### src/rtl/instr_fetch_if.sv
// Instruction-memory fetch bus: a request/address pair from the fetch unit,
// answered by valid-qualified read data from memory.
interface instr_fetch_if #(
  parameter int PC_WIDTH = 64
);
  logic                imem_req;
  logic [PC_WIDTH-1:0] imem_addr;
  logic                imem_valid;
  logic [31:0]         imem_rdata;

  // imem_req/imem_addr stay constant from request until the cycle imem_valid
  // is sampled high; imem_valid means nothing while imem_req is low.
  modport master (output imem_req, output imem_addr, input imem_valid, input imem_rdata);
  modport slave  (input imem_req, input imem_addr, output imem_valid, output imem_rdata);
endinterface

### src/rtl/instr_fetch_unit.sv
// Fetch stage: owns the PC, fetches one 32-bit instruction per FETCH/HOLD pair,
// holds it for the decode blocks and redirects on a taken branch.
module instr_fetch_unit #(
  parameter int                  PC_WIDTH = 64,
  parameter logic [PC_WIDTH-1:0] RESET_PC = '0
) (
  input  logic                clk,
  input  logic                rst_n,
  instr_fetch_if.master       imem,
  input  logic                stall,
  input  logic                branch_taken,
  input  logic [PC_WIDTH-1:0] branch_target,
  output logic [PC_WIDTH-1:0] pc_out,
  output logic [31:0]         instr,
  output logic                instr_valid,
  output logic [6:0]          Opcode,
  output logic [3:0]          Funct,
  output logic [4:0]          rd,
  output logic [4:0]          rs1,
  output logic [4:0]          rs2,
  output logic                fetch_err,
  output logic [31:0]         instr_count,
  output logic [1:0]          state_dbg
);

  typedef enum logic [1:0] {
    IDLE  = 2'd0,
    FETCH = 2'd1,
    HOLD  = 2'd2
  } state_t;

  state_t state;
  logic   req;

  assign imem.imem_req  = req;
  assign imem.imem_addr = pc_out;
  assign state_dbg      = state;

  assign Opcode = instr[6:0];
  assign Funct  = {instr[30], instr[14:12]};
  assign rd     = instr[11:7];
  assign rs1    = instr[19:15];
  assign rs2    = instr[24:20];

  always_ff @(posedge clk or negedge rst_n) begin
    if (!rst_n) begin
      state       <= IDLE;
      pc_out      <= RESET_PC;
      instr       <= '0;
      instr_valid <= 1'b0;
      req         <= 1'b0;
      fetch_err   <= 1'b0;
      instr_count <= '0;
    end else begin
      // fetch_err can only be raised by the HOLD->FETCH edge, so it lasts one cycle.
      fetch_err <= 1'b0;
      case (state)
        IDLE: begin
          state <= FETCH;
          req   <= 1'b1;
        end
        FETCH: begin
          if (imem.imem_valid) begin
            instr       <= imem.imem_rdata;
            instr_valid <= 1'b1;
            req         <= 1'b0;
            state       <= HOLD;
          end
        end
        HOLD: begin
          if (!stall) begin
            state       <= FETCH;
            req         <= 1'b1;
            instr_valid <= 1'b0;
            instr_count <= instr_count + 32'd1;
            if (branch_taken) begin
              pc_out    <= {branch_target[PC_WIDTH-1:2], 2'b00};
              fetch_err <= |branch_target[1:0];
            end else begin
              pc_out <= pc_out + PC_WIDTH'(4);
            end
          end
        end
        default: begin
          state <= IDLE;
          req   <= 1'b0;
        end
      endcase
    end
  end

endmodule
### src/flat_wrapper.sv
// flat-port wrapper written by rule: the top's interface ports become plain ports
module instr_fetch_unit_flat 
#(
  parameter int                  PC_WIDTH = 64,
  parameter logic [PC_WIDTH-1:0] RESET_PC = '0
)
  (clk, rst_n, stall, branch_taken, branch_target, pc_out, instr, instr_valid, Opcode, Funct, rd, rs1, rs2, fetch_err, instr_count, state_dbg, imem_imem_req, imem_imem_addr, imem_imem_valid, imem_imem_rdata);
  instr_fetch_if #(.PC_WIDTH(PC_WIDTH)) imem_i ();
  input  logic clk;
  input  logic rst_n;
  input  logic stall;
  input  logic branch_taken;
  input  logic [PC_WIDTH-1:0] branch_target;
  output logic [PC_WIDTH-1:0] pc_out;
  output logic [31:0] instr;
  output logic instr_valid;
  output logic [6:0] Opcode;
  output logic [3:0] Funct;
  output logic [4:0] rd;
  output logic [4:0] rs1;
  output logic [4:0] rs2;
  output logic fetch_err;
  output logic [31:0] instr_count;
  output logic [1:0] state_dbg;
  output wire logic [$bits(imem_i.imem_req)-1:0] imem_imem_req;
  output wire logic [$bits(imem_i.imem_addr)-1:0] imem_imem_addr;
  input wire logic [$bits(imem_i.imem_valid)-1:0] imem_imem_valid;
  input wire logic [$bits(imem_i.imem_rdata)-1:0] imem_imem_rdata;
  assign imem_imem_req = imem_i.imem_req;
  assign imem_imem_addr = imem_i.imem_addr;
  assign imem_i.imem_valid = imem_imem_valid;
  assign imem_i.imem_rdata = imem_imem_rdata;
  instr_fetch_unit #(.PC_WIDTH(PC_WIDTH), .RESET_PC(RESET_PC)) u_core (.clk(clk), .rst_n(rst_n), .imem(imem_i), .stall(stall), .branch_taken(branch_taken), .branch_target(branch_target), .pc_out(pc_out), .instr(instr), .instr_valid(instr_valid), .Opcode(Opcode), .Funct(Funct), .rd(rd), .rs1(rs1), .rs2(rs2), .fetch_err(fetch_err), .instr_count(instr_count), .state_dbg(state_dbg));
endmodule
### config.mk
export PLATFORM = sky130hd
export DESIGN_NAME = instr_fetch_unit_flat
export DESIGN_NICKNAME = d
export VERILOG_FILES = /design/src/rtl/instr_fetch_if.sv /design/src/rtl/instr_fetch_unit.sv /design/src/flat_wrapper.sv
export SDC_FILE = /design/constraint.sdc
export NUM_CORES = 1
export LEC_CHECK = 0
export BUFFER_PORTS_ARGS = -buffer_cell sky130_fd_sc_hd__clkbuf_2
export CAP_MARGIN = 20
export CORE_MARGIN = 2
export CORE_UTILIZATION = 43
export CTS_BUF_LIST = sky130_fd_sc_hd__clkbuf_4 sky130_fd_sc_hd__clkbuf_8
export CTS_CLUSTER_DIAMETER = 30
export DETAILED_ROUTE_END_ITERATION = 8
export PLACE_DENSITY = 0.85
export SLEW_MARGIN = 30
export SYNTH_ARGS = -nofsm -noshare
export SYNTH_HDL_FRONTEND = slang
export SYNTH_SLANG_ARGS = --single-unit
### constraint.sdc
create_clock -name clk -period 2.8 [get_ports clk]
set_clock_uncertainty 0.1 [all_clocks]
set_input_delay 0.42 -clock clk [delete_from_list [all_inputs] [get_ports clk]]
set_output_delay 0.42 -clock clk [all_outputs]
set_load 0.005 [all_outputs]
# Word-level counts from Yosys, hierarchy flattened
# Cells that the tools add are included.
word_totals:
  out_inout_bits: 223
  in_bits: 101
  register_bits: 133
classes:
  mux: 13
  bitwise_logic: 1
  n_addsub: 2
  reduce_logical: 7
  eq_ne: 4
ops:
  columns: ["cell", "count"]
  rows:
  - ["$add A64 B3 Y64 const B", 1]
  - ["$mux W64", 1]
  - ["$add A32 B1 Y32 const B", 1]
  - ["$mux W1", 7]
  - ["$pmux W2 S3", 1]
  - ["$reduce_and A2 Y1", 3]
  - ["$mux W2", 2]
  - ["$ne A2 B2 Y1 const B", 2]
  - ["$pmux W1 S3", 1]
  - ["$reduce_and A3 Y1", 1]
  - ["$eq A2 B1 Y1 const B", 1]
  - ["$eq A2 B2 Y1 const B", 1]
  - ["$logic_not A2 Y1", 1]
  - ["$pmux W1 S2", 1]
  - ["$reduce_bool A2 Y1", 1]
  - ["$reduce_or A2 Y1", 1]
  - ["$not A1 Y1", 1]

# Logic depth before layout (Yosys ltp)
# Gate-level depths: netlist (run 1).
depth:
  word_depth: 4
  depth_mapped: 8
  mapped_depth_nobuf: 6

# Least setup slack after synthesis (run 1)
# No wires, ideal clock.
synth_timing:
  path_type: "register -> register"
  from: "register u_core.pc_out[2], in the netlist u_core.imem.imem_addr[2]"
  to: "register u_core.pc_out[48], in the netlist u_core.imem.imem_addr[48]"
  synth_period_minus_slack_ns: 2.257
  arrival_time_ns: 2.061
  required_ns: 2.604
  setup_ns: 0.096
  path_stages_with_launch: 8
  setup_slack_ns: 0.543
  cell_sequence: "dfrtp_1 ha_1 nand3_1 or3_4 buf_6 nor4b_4 a211oi_1 a311oi_2"
synth_between:
  elab_chain_cells: 2
synth_lines:
  columns: ["element", "line", "rtl"]
  rows:
  - ["start: declaration", "instr_fetch_unit.sv:13", "output logic [PC_WIDTH-1:0] pc_out,"]
  - ["start signal: assignment", "instr_fetch_unit.sv:77", "pc_out <= {branch_target[PC_WIDTH-1:2], 2'b00};"]
  - ["start signal: assignment", "instr_fetch_unit.sv:80", "pc_out <= pc_out + PC_WIDTH'(4);"]
  - ["$add A64 B3 Y64", "instr_fetch_unit.sv:80", null]
  - ["$mux W64", "instr_fetch_unit.sv:76", "if (branch_taken) begin"]
# No other way between the ends.
# A chain may end at the register's enable or synchronous reset.

# Final worst setup path (run 1)
# Same ends and word-level chain as after synthesis.

==> results_dict.tcl, run 1 <==
set metrics [dict create \
    status "finished, final reports clean" \
    cp.arrival_ns 2.74 \
    cts.path.max_buffers 2 \
    placedCellCount 1278 \
    hold_class "input pin to flip-flop" \
    fin_area_mm2 0.00940 \
    drt_iter0_drc 681 \
    drc 0 \
    cts_root_buffer "clkbuf_8" \
    numCtsBuffers 17 \
    port_buffers 319 \
    synthDistinctLibCells 64 \
    fmax_mhz 403 \
    h-tree-depth 4 \
    wl_um 23400 \
    synth_ff_type "dfrtp_1" \
    crit_end "u_core.imem.imem_addr[48]" \
    clkLatencyLatePin_ns 0.45 \
    p_per_area_mw_per_mm2 801 \
    hold_violations 0 \
    syn_inst 846 \
    power_frac_comb_pct 36.1 \
    post_drt_wl_per_cell_um 17.8 \
    synth_area_per_cell_um2 9.22 \
    period_needed_ns 2.48 \
    relSlewSlack_pct 48.7 \
    synth_area_leaders "dfrtp_1, buf_4, mux2_2, a21oi_1, nand4_1" \
    r2r-end "u_core.imem.imem_addr[48]" \
    grt_pass1_vias 7195 \
    clkTransAtPathRegs_ns 0.08 \
    reg2reg_from "u_core.imem.imem_addr[2]" \
    endpoint_kind "flip-flop" \
    clock_sinks 130 \
    synth_edf_count 0 \
    rrSetupSlack_ns 0.32 \
    num_io_pins 324 \
    coreArea_mm2 0.0179 \
    antenna_found_initial 2 \
    setup_viol 0 \
    drv_slew 0 \
    firstDrtPassIters 5 \
    grt_first_pass_wirelength_um 37700 \
    yosys_warnings 0 \
    drive_above_1_share_pct 39.4 \
    synth_common_cells "dfrtp_1, buf_4, nand2_1, a21oi_1" \
    synth_area_mm2 0.00780 \
    rows 49 \
    die_h_um 139 \
    hold_depth 2 \
    cts_tree "yes" \
    worstMarginPinSlew_ns 0.763 \
    grt.total_usage_pct 24.0 \
    postPlaceCellArea_mm2 0.00902 \
    ant_nets 0 \
    synth-seq-cells 130 \
    yosysTopAreaCell "dfrtp_1" \
    p_clk_share_pct 20.1 \
    critical_path_class "flip-flop to flip-flop" \
    r2r.worst_path.cells 6 \
    rsz0062_at_grt "false" \
    grt_start_max_net_pins 71 \
    tns_ns 0 \
    synth_top_area_share_pct 41.7 \
    seq_power_share_pct 43.8 \
    vias 7565 \
    overflow 0 \
    start_util_pct 43.6 \
    layout.cells.non_filler 1313 \
    fin_hold_ws_ns 0.0900 \
    swShare_pct 39.2 \
    final_nets 1172 \
    crit_path_max_fanout 13 \
    maxCapViolations 0 \
    yosysSeqAreaShare_pct 41.7 \
    irDropWorstVdd_mv 0.557 \
    via_per_inst 5.76 \
    postSynth.asyncResetShare_pct 100 \
    areaGrowthSynthToFinish_pct 20.5 \
    cts.repair.resized 0 \
    critPathLaunchType "flip-flop" \
    switchingPower_mw 2.95 \
    p_total_mw 7.53 \
    cp.required_ns 3.06 \
    leakage_nw 4.43 \
    synth.most_common_cell "dfrtp_1" \
    dp_hpwl_um 16900 \
    finalCritPeriodShare_pct 88.7 \
    gp_congestion 0.879 \
    p_int_mw 4.58 \
    die_w_um 139 \
    die-area_mm2 0.0192 \
    crit_start "u_core.imem.imem_addr[2]" \
]
-- worst min path at each step --
stage          slack, ns                 from                   endpoint
2_1_floorplan       0.02                rst_n           u_core.fetch_err
3_3_place_gp        0.30                rst_n  u_core.imem.imem_addr[15]
3_5_place_dp        0.30                rst_n  u_core.imem.imem_addr[15]
4_1_cts             0.06  imem_imem_rdata[21]           u_core.instr[21]
5_1_grt             0.07  imem_imem_rdata[23]           u_core.instr[23]
6_report            0.09  imem_imem_rdata[21]           u_core.instr[21]
-- routing by layer --
| layer | GRT usage [%] | part of all wire, % |
|---|---|---|
| met5 | 0 | 0 |
| met4 | 10.6 | 2.7 |
| met3 | 5.21 | 8.3 |
| met2 | 39.7 | 49 |
| met1 | 30.4 | 40 |
-- logic make-up (layout without fill, tap and decap cells) --
family / Yosys count / count (layout) / share of synthesized area (%)
mux: 39 / 39 / 5.52
simple gates: 322 / 322 / 23.0
other cells: 1 / 6 / 0.0481
xor+xnor: 31 / 31 / 3.48
buf+inv: 154 / 387 / 12.0
flops: 130 / 130 / 41.7
compound gates: 167 / 167 / 13.9
fa+ha+maj: 2 / 2 / 0.321
-- placed cells by master, fill, tap and decap left out, types with 6 or more instances in the layout --
cell type and count:
xor2_1 6, a21oi_1 52, nand4_1 40, and3_1 27, and4_1 13, nand3_1 44
a31oi_1 6, mux2_2 32, a211oi_1 8, xnor2_1 25, nor2_1 44, o21ai_0 40
dfrtp_1 130, o2bb2ai_1 6, clkbuf_8 17, inv_1 13, o22ai_1 7, mux2i_1 7
or3_1 15, buf_4 20, clkinvlp_4 7, clkbuf_2 317, and2_1 7, nor4_1 17
nand2_1 54, nor3_1 24, a311oi_1 6
-- state kept, by name (all words and copies together) (netlist names) --
signal,count
u_core.fetch_err,1
u_core.imem.imem_addr,62
u_core.instr,32
u_core.instr_count,32
u_core.instr_valid,1
u_core.state_dbg,2
-- worst max-delay path, stage by stage (launching register included) --
cell	delay, ns
dfrtp_1	0.46
ha_1	0.22
nand3_1	0.13
or3_4	0.46
nor4b_4	0.57
a211oi_1	0.19
a311oi_2	0.27
-- layout make-up --
cell class              instances  area [um^2]
diodes                          2         5.00
multi-input cells             565         3630
fillers                      1635         8500
clock inverters                13          115
repair buffers                342         1820
inverters                      13         48.8
flip-flops and latches        130         3250
clock buffers                  19          249
well taps                     229          287
-- timing repair --
item	CTS	global route
hold buffers	1	0
endpoints found under the hold margin	47	0
buffers inserted	0	0
-- power groups by stage --
stage	logic (mW)	registers [mW]	clock network (mW)
floorplan	1.91	3.16	0
global placement	2.67	3.27	0
detailed placement	2.74	3.32	0
CTS	2.74	3.28	1.54
global route	2.99	3.42	1.62
finish	2.71	3.30	1.51
-- metrics by stage --
step                setup WS, ns  util [%]
global placement           0.441      50.4
CTS                        0.356      52.5
global route               0.192      52.5
floorplan                  0.543         -
detailed placement         0.384      50.4
finish                     0.317      52.5
(Power assumes the default switching activity.)
==> run 2, diff against run 1 <==
--- a/config.mk
+++ b/config.mk
@@ -7,12 +7,14 @@
 export LEC_CHECK = 0
 export BUFFER_PORTS_ARGS = -buffer_cell sky130_fd_sc_hd__clkbuf_2
 export CAP_MARGIN = 20
+export CELL_PAD_IN_SITES_DETAIL_PLACEMENT = 1
+export CELL_PAD_IN_SITES_GLOBAL_PLACEMENT = 2
 export CORE_MARGIN = 2
-export CORE_UTILIZATION = 43
+export CORE_UTILIZATION = 29
 export CTS_BUF_LIST = sky130_fd_sc_hd__clkbuf_4 sky130_fd_sc_hd__clkbuf_8
 export CTS_CLUSTER_DIAMETER = 30
 export DETAILED_ROUTE_END_ITERATION = 8
-export PLACE_DENSITY = 0.85
+export PLACE_DENSITY = 0.95
 export SLEW_MARGIN = 30
 export SYNTH_ARGS = -nofsm -noshare
 export SYNTH_HDL_FRONTEND = slang
==> results_dict.tcl, run 2 (synthesis gave the netlist of run 1 again) <==
set metrics [dict create \
    worst-path-buf-inv 0 \
    path_cells "nand4_1 -> nor4_1 -> nor4b_4 -> a211oi_1 -> a311oi_2" \
    clkLatencyLatePin_ns 0.46 \
    rsz0062_at_grt "false" \
    num_io_pins 324 \
    post_drt_wl_per_cell_um 20.8 \
    worstMarginPinSlew_ns 0.647 \
    postCtsSetupRepairBufs 0 \
    grt_first_pass_wirelength_um 45100 \
    cpPeakStageDelay_ns 0.60 \
    drc 0 \
    firstDrtPassIters 4 \
    p_clk_share_pct 20.6 \
    power_frac_comb_pct 37.7 \
    areaGrowthSynthToFinish_pct 23.1 \
    cts.path.max_buffers 2 \
    cts.repair.resized 0 \
    die_w_um 168 \
    grt.total_usage_pct 20.7 \
    port_buffers 319 \
    critPathLaunchType "flip-flop" \
    p_int_mw 4.56 \
    cp.arrival_ns 2.72 \
    largest_reg_flops 62 \
    p_per_area_mw_per_mm2 818 \
    swShare_pct 42.0 \
    leakage_nw 4.49 \
    slowest_stage "nor4_1" \
    numCtsBuffers 17 \
    h-tree-depth 4 \
    status "finished, final reports clean" \
    wl_um 29800 \
    drt_iter0_drc 420 \
    crit_path_max_fanout 8 \
    fmax_mhz 407 \
    crit_start "u_core.imem.imem_addr[41]" \
    grt_pass1_vias 7506 \
    hold_violations 0 \
    gp_congestion 0.817 \
    die_h_um 168 \
    via_per_inst 5.30 \
    ant_nets 0 \
    grt_start_max_net_pins 76 \
    cts_tree "yes" \
    cts_root_buffer "clkbuf_8" \
    cp.required_ns 3.06 \
    layout_commonest_cell "clkbuf_2" \
    fin_area_mm2 0.00961 \
    rows 60 \
    crit_family "simple AND/OR/NAND/NOR gates" \
    hold_class "input pin to flip-flop" \
    seq_power_share_pct 41.7 \
    vias 7578 \
    clock_sinks 130 \
    critical_path_class "flip-flop to flip-flop" \
    min-delay-start "branch_target[0]" \
    setup_viol 0 \
    reg2reg_from "u_core.imem.imem_addr[41]" \
    die-area_mm2 0.0282 \
    period_needed_ns 2.46 \
    irDropWorstVdd_mv 0.313 \
    finalCritPeriodShare_pct 87.8 \
    postPlaceCellArea_mm2 0.00922 \
    coreArea_mm2 0.0267 \
    start_util_pct 29.3 \
    layout_common_cells "clkbuf_2, dfrtp_1, nand2_1" \
    drive_above_1_share_pct 39.8 \
    antenna_found_initial 1 \
    drv_slew 0 \
    ctsHoldBuffers 1 \
    dp_hpwl_um 22400 \
    tns_ns 0 \
    relSlewSlack_pct 56.5 \
    maxCapViolations 0 \
    endpoint_kind "flip-flop" \
    final_nets 1178 \
    clkTransAtPathRegs_ns 0.10 \
    switchingPower_mw 3.30 \
    overflow 0 \
]
-- run 2: cell types whose count changed in the layout (fill, tap and decap cells not counted), sizes merged --
cell and change:
inv +11, buf +6, clkinvlp -5, clkinv -3, clkbuf -2, bufinv -1, diode -1
-- run 2: worst register-to-register path: stages, from the launching register on --
cell and delay [ns]:
dfrtp_1 0.47, nand4_1 0.20, nor4_1 0.60, nor4b_4 0.59, a211oi_1 0.17, a311oi_2 0.25
-- run 2: final timing paths --
| path | endpoint | slack (ns) | depth (start not counted) |
|---|---|---|---|
| setup reg to reg | u_core.imem.imem_addr[48] | 0.34 | 5 |
| hold reg to reg | u_core.instr_valid | 0.39 | 2 |
| hold / removal | u_core.fetch_err | 0.08 | 3 |
| min in group asynchronous | u_core.imem.imem_addr[11] | 0.35 | 2 |
| setup / recovery | u_core.imem.imem_addr[48] | 0.34 | 5 |
| max in group asynchronous | u_core.instr[29] | 1.48 | 3 |
-- run 2: layer usage --
layer	vias to the layer above	share of wire, %	GRT usage, %
met1	3714	42	26.1
met5	-	0	0
met2	336	48	34.7
met4	0	2.8	8.02
met3	40	7.3	4.44
li1	3488	-	-
-- run 2: final cells by class --
cell class,count,area [um^2]
fill,3205,17000
multi-input combinational,565,3630
sequential,130,3250
timing repair buffer,348,1880
tap,341,427
clock buffer,17,234
clock inverter,15,138
inverter,13,48.8
antenna,1,2.50
-- run 2: metrics by stage --
stage	hold slack [ns]	power, mW	util, %	setup WS (ns)	std cells
floorplan	0.0244	5.07	-	0.543	849
global placement	0.282	6.21	34.6	0.443	1396
detailed placement	0.287	6.32	34.6	0.366	1396
CTS	0.0633	7.97	36.0	0.355	1429
global route	0.0712	8.40	36.0	0.160	1430
finish	0.0827	7.86	36.0	0.341	1430
-- run 2: power groups by stage --
stage,clock network [mW],registers [mW],logic [mW]
final,1.62,3.28,2.97
after floorplan,0,3.16,1.91
after global routing,1.75,3.40,3.25
after detailed placement,0,3.32,3.00
after CTS,1.68,3.28,3.01
after global placement,0,3.25,2.96
